$ cat src/rtl/morse_pkg.sv
// rtl/morse_pkg.sv - shared Morse types, timing defaults and the letter table
// Each table entry is {len[2:0], bits[3:0]}; the first symbol sent sits in the highest used bit.
package morse_pkg;

    typedef enum logic {
        DOT  = 1'b0,
        DASH = 1'b1
    } sym_t;

    typedef enum logic [1:0] {
        IDLE,
        MARK,
        SPACE,
        ERR_WAIT
    } state_t;

    localparam int DOT_CYCLES_DEF        = 100;
    localparam int DASH_CYCLES_DEF       = 200;
    localparam int LETTER_GAP_CYCLES_DEF = 300;
    localparam int CNT_W_DEF             = 10;
    localparam int MAX_SYMS_DEF          = 4;
    localparam int N_LETTERS             = 26;

    localparam logic [6:0] MORSE_LUT [N_LETTERS] = '{
        7'b010_0001,  // A .-
        7'b100_1000,  // B -...
        7'b100_1010,  // C -.-.
        7'b011_0100,  // D -..
        7'b001_0000,  // E .
        7'b100_0010,  // F ..-.
        7'b011_0110,  // G --.
        7'b100_0000,  // H ....
        7'b010_0000,  // I ..
        7'b100_0111,  // J .---
        7'b011_0101,  // K -.-
        7'b100_0100,  // L .-..
        7'b010_0011,  // M --
        7'b010_0010,  // N -.
        7'b011_0111,  // O ---
        7'b100_0110,  // P .--.
        7'b100_1101,  // Q --.-
        7'b011_0010,  // R .-.
        7'b011_0000,  // S ...
        7'b001_0001,  // T -
        7'b011_0001,  // U ..-
        7'b100_0001,  // V ...-
        7'b011_0011,  // W .--
        7'b100_1001,  // X -..-
        7'b100_1011,  // Y -.--
        7'b100_1100   // Z --..
    };

    function automatic logic [6:0] lut_key(input logic [2:0] len, input logic [3:0] bits);
        return {len, bits};
    endfunction

endpackage

$ cat src/rtl/morse_decoder_if.sv
// rtl/morse_decoder_if.sv - line input and decoded-letter outputs of the Morse decoder
// master drives the line and enable; slave is the decoder.
interface morse_decoder_if;
    logic       en;
    logic       din;
    logic [4:0] code;
    logic       code_valid;
    logic       code_err;
    logic       busy;

    modport master (
        output en,
        output din,
        input  code,
        input  code_valid,
        input  code_err,
        input  busy
    );

    modport slave (
        input  en,
        input  din,
        output code,
        output code_valid,
        output code_err,
        output busy
    );
endinterface

$ cat src/rtl/morse_lut.sv
// rtl/morse_lut.sv - combinational reverse lookup of a collected symbol string
// Searches the shared table for {len, bits}; hit_o is low when no letter matches.
module morse_lut
    import morse_pkg::*;
(
    input  logic [2:0] len_i,
    input  logic [3:0] bits_i,
    output logic       hit_o,
    output logic [4:0] idx_o
);

    always_comb begin
        hit_o = 1'b0;
        idx_o = '0;
        for (int i = 0; i < N_LETTERS; i++) begin
            if (MORSE_LUT[i] == lut_key(len_i, bits_i)) begin
                hit_o = 1'b1;
                idx_o = 5'(i);
            end
        end
    end

endmodule

$ cat src/rtl/morse_decoder.sv
// rtl/morse_decoder.sv - recovers letter indices from a timed on/off Morse line
// Mark/space durations are measured on the registered line; a long space ends the letter.
module morse_decoder
    import morse_pkg::*;
#(
    parameter int DOT_CYCLES        = DOT_CYCLES_DEF,
    parameter int DASH_CYCLES       = DASH_CYCLES_DEF,
    parameter int LETTER_GAP_CYCLES = LETTER_GAP_CYCLES_DEF,
    parameter int CNT_W             = CNT_W_DEF,
    parameter int MAX_SYMS          = MAX_SYMS_DEF
) (
    input  logic        clk,
    input  logic        rst,
    morse_decoder_if.slave bus
);

    localparam logic [CNT_W-1:0] ONE        = CNT_W'(1);
    localparam logic [CNT_W-1:0] CNT_MAX    = '1;
    localparam logic [CNT_W-1:0] GLITCH_LIM = CNT_W'(DOT_CYCLES / 2);
    localparam logic [CNT_W-1:0] DASH_LIM   = CNT_W'((DOT_CYCLES + DASH_CYCLES) / 2);
    localparam logic [CNT_W-1:0] STUCK_LIM  = CNT_W'(2 * DASH_CYCLES);
    localparam logic [CNT_W-1:0] GAP_LIM    = CNT_W'(LETTER_GAP_CYCLES);
    localparam logic [2:0]       SYM_LIM    = 3'(MAX_SYMS);

    logic             din_q;
    logic             din_prev_q;
    state_t           state_q;
    logic [CNT_W-1:0] cnt_q;
    logic [CNT_W-1:0] cnt_inc;
    logic [2:0]       sym_cnt_q;
    logic [3:0]       shift_q;
    logic [4:0]       code_q;
    logic             code_valid_q;
    logic             code_err_q;
    logic             lut_hit;
    logic [4:0]       lut_idx;
    sym_t             sym_cls;

    assign cnt_inc = (cnt_q == CNT_MAX) ? cnt_q : cnt_q + ONE;
    assign sym_cls = (cnt_q < DASH_LIM) ? DOT : DASH;

    morse_lut u_lut (
        .len_i  (sym_cnt_q),
        .bits_i (shift_q),
        .hit_o  (lut_hit),
        .idx_o  (lut_idx)
    );

    // din_prev_q lets IDLE require a fresh rising edge, so a mark already high when en returns is skipped.
    always_ff @(posedge clk or posedge rst) begin
        if (rst) begin
            din_q      <= 1'b0;
            din_prev_q <= 1'b0;
        end else begin
            din_q      <= bus.din;
            din_prev_q <= din_q;
        end
    end

    always_ff @(posedge clk or posedge rst) begin
        if (rst) begin
            state_q      <= IDLE;
            cnt_q        <= '0;
            sym_cnt_q    <= '0;
            shift_q      <= '0;
            code_q       <= '0;
            code_valid_q <= 1'b0;
            code_err_q   <= 1'b0;
        end else begin
            code_valid_q <= 1'b0;
            code_err_q   <= 1'b0;
            if (!bus.en) begin
                state_q   <= IDLE;
                cnt_q     <= '0;
                sym_cnt_q <= '0;
                shift_q   <= '0;
            end else begin
                case (state_q)
                    IDLE: begin
                        if (din_q && !din_prev_q) begin
                            state_q <= MARK;
                            cnt_q   <= ONE;
                        end
                    end
                    MARK: begin
                        if (din_q) begin
                            if (cnt_inc >= STUCK_LIM) begin
                                code_err_q <= 1'b1;
                                state_q    <= ERR_WAIT;
                                cnt_q      <= '0;
                            end else begin
                                cnt_q <= cnt_inc;
                            end
                        end else if (cnt_q < GLITCH_LIM || sym_cnt_q == SYM_LIM) begin
                            // The falling-edge cycle is already low, so the error gap starts at 1.
                            code_err_q <= 1'b1;
                            state_q    <= ERR_WAIT;
                            cnt_q      <= ONE;
                        end else begin
                            shift_q   <= {shift_q[2:0], 1'(sym_cls)};
                            sym_cnt_q <= sym_cnt_q + 3'd1;
                            state_q   <= SPACE;
                            cnt_q     <= ONE;
                        end
                    end
                    SPACE: begin
                        if (din_q) begin
                            state_q <= MARK;
                            cnt_q   <= ONE;
                        end else if (cnt_inc >= GAP_LIM) begin
                            if (lut_hit) begin
                                code_q       <= lut_idx;
                                code_valid_q <= 1'b1;
                            end else begin
                                code_err_q <= 1'b1;
                            end
                            state_q   <= IDLE;
                            cnt_q     <= '0;
                            sym_cnt_q <= '0;
                            shift_q   <= '0;
                        end else begin
                            cnt_q <= cnt_inc;
                        end
                    end
                    ERR_WAIT: begin
                        if (din_q) begin
                            cnt_q <= '0;
                        end else if (cnt_inc >= GAP_LIM) begin
                            state_q   <= IDLE;
                            cnt_q     <= '0;
                            sym_cnt_q <= '0;
                            shift_q   <= '0;
                        end else begin
                            cnt_q <= cnt_inc;
                        end
                    end
                    default: state_q <= IDLE;
                endcase
            end
        end
    end

    assign bus.code       = code_q;
    assign bus.code_valid = code_valid_q;
    assign bus.code_err   = code_err_q;
    assign bus.busy       = (state_q != IDLE);

endmodule

$ cat src/flat_wrapper.sv
// flat-port wrapper written by rule: the top's interface ports become plain ports
module morse_decoder_flat import morse_pkg::*;
#(
    parameter int DOT_CYCLES        = DOT_CYCLES_DEF,
    parameter int DASH_CYCLES       = DASH_CYCLES_DEF,
    parameter int LETTER_GAP_CYCLES = LETTER_GAP_CYCLES_DEF,
    parameter int CNT_W             = CNT_W_DEF,
    parameter int MAX_SYMS          = MAX_SYMS_DEF
)
  (clk, rst, bus_en, bus_din, bus_code, bus_code_valid, bus_code_err, bus_busy);
  morse_decoder_if bus_i ();
  input  logic clk;
  input  logic rst;
  input wire logic [$bits(bus_i.en)-1:0] bus_en;
  input wire logic [$bits(bus_i.din)-1:0] bus_din;
  output wire logic [$bits(bus_i.code)-1:0] bus_code;
  output wire logic [$bits(bus_i.code_valid)-1:0] bus_code_valid;
  output wire logic [$bits(bus_i.code_err)-1:0] bus_code_err;
  output wire logic [$bits(bus_i.busy)-1:0] bus_busy;
  assign bus_i.en = bus_en;
  assign bus_i.din = bus_din;
  assign bus_code = bus_i.code;
  assign bus_code_valid = bus_i.code_valid;
  assign bus_code_err = bus_i.code_err;
  assign bus_busy = bus_i.busy;
  morse_decoder #(.DOT_CYCLES(DOT_CYCLES), .DASH_CYCLES(DASH_CYCLES), .LETTER_GAP_CYCLES(LETTER_GAP_CYCLES), .CNT_W(CNT_W), .MAX_SYMS(MAX_SYMS)) u_core (.clk(clk), .rst(rst), .bus(bus_i));
endmodule
$ cat config.mk
export PLATFORM = sky130hd
export DESIGN_NAME = morse_decoder_flat
export DESIGN_NICKNAME = d
export VERILOG_FILES = /design/src/rtl/morse_pkg.sv /design/src/rtl/morse_decoder_if.sv /design/src/rtl/morse_lut.sv /design/src/rtl/morse_decoder.sv /design/src/flat_wrapper.sv
export SDC_FILE = /design/constraint.sdc
export NUM_CORES = 1
export LEC_CHECK = 0
export CORE_ASPECT_RATIO = 1.5
export CORE_MARGIN = 4
export CORE_UTILIZATION = 61
export DETAILED_ROUTE_END_ITERATION = 8
export PLACE_DENSITY_LB_ADDON = 0.1
export SLEW_MARGIN = 0
export SYNTH_ARGS = -nofsm -noshare
export SYNTH_HDL_FRONTEND = slang
export SYNTH_SLANG_ARGS = --single-unit
$ cat constraint.sdc
create_clock -name clk -period 3.12 [get_ports clk]
set_input_delay 0.312 -clock clk [delete_from_list [all_inputs] [get_ports clk]]
set_output_delay 0.312 -clock clk [all_outputs]
set_load 0.01 [all_outputs]
==> metrics.csv <==
metric,value,unit
status,"finished, final reports clean",
cp_data_arrival_time,3.10,ns
grt_pass1_wl,10100,um
antenna_found_initial,0,
cts_tree,done,
power.internal,0.610,mW
stdcell_count,333,
io_pins,12,
area_growth,7.27,%
wl_per_cell,17.7,um
fin_area,2600,sq um
power_density,358,nW/um^2
cts_setup_buffers,0,
ant_nets,0,
die_x,59.5,um
setup-tns-final,0,ns
drt-total-wl,5900,um
clk_pin_slew,0.10,ns
overflow,0,
grt_pass1_vias,2099,
worstSetupStartpointType,flip-flop,
cts_resized,0,
relSlewSlack,56.3,%
rsz0062_at_grt,false,
ys_seq_area_share,28.9,%
sw_frac_of_total,34.5,%
setup_slack,0.190,ns
dp_slack,0.202,ns
globalRouteTotalUtil,25.1,%
cts_made_buffers,3,
syn_inst,290,
seq_power_share,44.0,%
hold_class,in -> async,
dieArea,5070,sq um
dr_total_vias,2204,
grt_max_degree,29,
cts.sinks,28,
dp_cells,329,
antenna_cells,0,
route.detailed.drc,0,
fp-row-count,27,
core,3750,sq um
ys_seq_elements,28,
p_sw,0.322,mW
hold_viol_final,0,
die_y,85.3,um
synth_area,2430,sq um
clk_latency,0.28,ns
drive_gt1_share,11.4,%
cts_buffer_depth,2,
fin_crit_sh,93.9,%
post-route-util,69.4,%
synth_nets,305,
maxCapViolCount,0,
skew,0.00601,ns
cts_root_buf,clkbuf_8,
crit_required,3.29,ns
via_per_inst,6.62,
gp_congestion,0.931,
synth-edff-count,0,
ys_types,64,
yosys_warnings,0,
finalPower,0.931,mW
synthFlopType,dfrtp_1,
pwr-share-clk,24.3,%
cts_max_level,1,
placed_area,2550,sq um
critPathCaptureType,flip-flop,
dp.final_hpwl,4350,um
drv_slew,0,
cts_hold_buffers,0,
synth.avg_cell_area,8.37,sq um
drtPass1Iterations,5,
initial_utilization,64.7,%
tightest_slew,0.650,ns
power_frac_comb,31.7,%
finalHoldWorstSlack,0.391,ns
finalWorstPathRequiredPeriod,2.93,ns
nets,306,
drt_iter0_drc,240,
vdd_drop_max,0.338,mV
synthArstFlopShare,100,%
setup_violations,0,
path_class,reg -> reg,
fmax,341,MHz
cp_max_fo,10,
io_buffers,11,
leakage,1.11,nW
routing by layer:
metal  track usage [%]  wire length [um]
met3              1.83               191
met1              30.9              2380
met2              46.1              3280
met5                 0                 0
met4              5.65                42
power by group through the flow:
stage,sequential (mW),clock [mW],combinational [mW]
final,0.410,0.227,0.295
after floorplan,0.410,0,0.207
after global routing,0.414,0.246,0.332
after CTS,0.409,0.231,0.293
after detailed placement,0.417,0,0.293
after global placement,0.415,0,0.291
synthesized netlist by cell type (2+ instances only):
library cell	count	share of area, %
nand2_1	22	3.4
o21a_1	2	0.62
buf_2	10	2.1
a211oi_1	3	0.93
nor3b_1	2	0.62
mux2i_1	2	0.82
nor2b_1	13	3.4
o21ai_1	2	0.41
o21ai_0	23	4.7
mux2_4	5	3.1
a21oi_1	14	2.9
a21boi_0	3	0.93
o211ai_2	2	1.0
nand3_1	9	1.9
nor3_1	2	0.41
o31ai_1	3	0.93
and2_1	5	1.3
clkbuf_1	12	1.9
ha_1	11	5.7
a22oi_1	12	3.7
nor2_1	10	1.5
o211ai_1	9	2.8
or3_1	2	0.52
inv_1	16	2.5
a221oi_1	3	1.1
a41o_1	2	0.82
o32a_1	2	0.82
nand2b_1	6	1.5
dfrtp_1	28	29
nand4_1	5	1.3
and3_1	6	1.5
a211o_1	3	1.1
nand3_2	2	0.82
a21o_1	4	1.2
a31oi_1	3	0.77
buf_4	3	0.93
inv_2	2	0.31
registers in the layout (all words and copies together) (netlist names), 2 cells and up:
register          count
u_core.shift_q        4
u_core.bus.code       5
u_core.sym_cnt_q      3
u_core.state_q        2
u_core.cnt_q         10
path summary, 6_finish.rpt:
kind	start	to	slack (ns)	cells after the start
worst max-delay path	u_core.cnt_q[1]	u_core.bus.code[3]	0.19	7
worst min-delay path	rst	u_core.bus.code[2]	0.39	3
worst max register to register	u_core.cnt_q[1]	u_core.bus.code[3]	0.19	7
worst min register to register	u_core.bus.code[1]	u_core.bus.code[1]	0.52	1
max in group asynchronous	rst	u_core.shift_q[0]	2.45	3
min in group clk	bus_din	u_core.din_q	0.48	1
layout make-up:
class	instances	area (sq um)
Clock buffer	4	55.1
Fill cell	326	1150
Inverter	18	67.6
Multi-Input combinational cell	219	1540
Sequential cell	28	701
Tap cell	43	53.8
Timing Repair Buffer	21	185
critical path, stage by stage (launching register included):
cell and delay, ns:
dfrtp_1 0.47, ha_1 0.42, and4_4 0.29, nand4_1 0.20, xnor2_2 0.27, a21oi_2 0.10
or4b_1 0.71, mux2_4 0.36
kinds of logic (layout without fill, tap and decap cells):
logic type | after synthesis | in the layout | synth area share, %
fa+ha+maj | 11 | 11 | 5.67
buf+inv | 43 | 43 | 7.63
xor+xnor | 2 | 2 | 1.03
compound gates | 106 | 106 | 31.3
flops | 28 | 28 | 28.9
mux | 7 | 7 | 3.92
simple gates | 93 | 93 | 21.5
cell usage in the layout (no fill, tap or decap), types with 3 or more instances in the layout:
cell,Yosys,routed
o31ai_1,3,3
a31oi_1,3,3
and3_1,6,6
a21boi_0,3,3
nor2b_1,13,13
nand2_1,22,22
nand3_1,9,9
and2_1,5,5
clkbuf_8,0,4
a211oi_1,3,3
a22oi_1,12,12
ha_1,11,11
a221oi_1,3,3
nand2b_1,6,6
buf_4,3,10
dfrtp_1,28,28
inv_1,16,16
mux2_4,5,5
o211ai_1,9,9
clkdlybuf4s50_1,0,11
a211o_1,3,3
a21o_1,4,4
nor2_1,10,10
a21oi_1,14,14
o21ai_0,23,23
nand4_1,5,5
No activity file was read; power rests on OpenSTA's default activity.
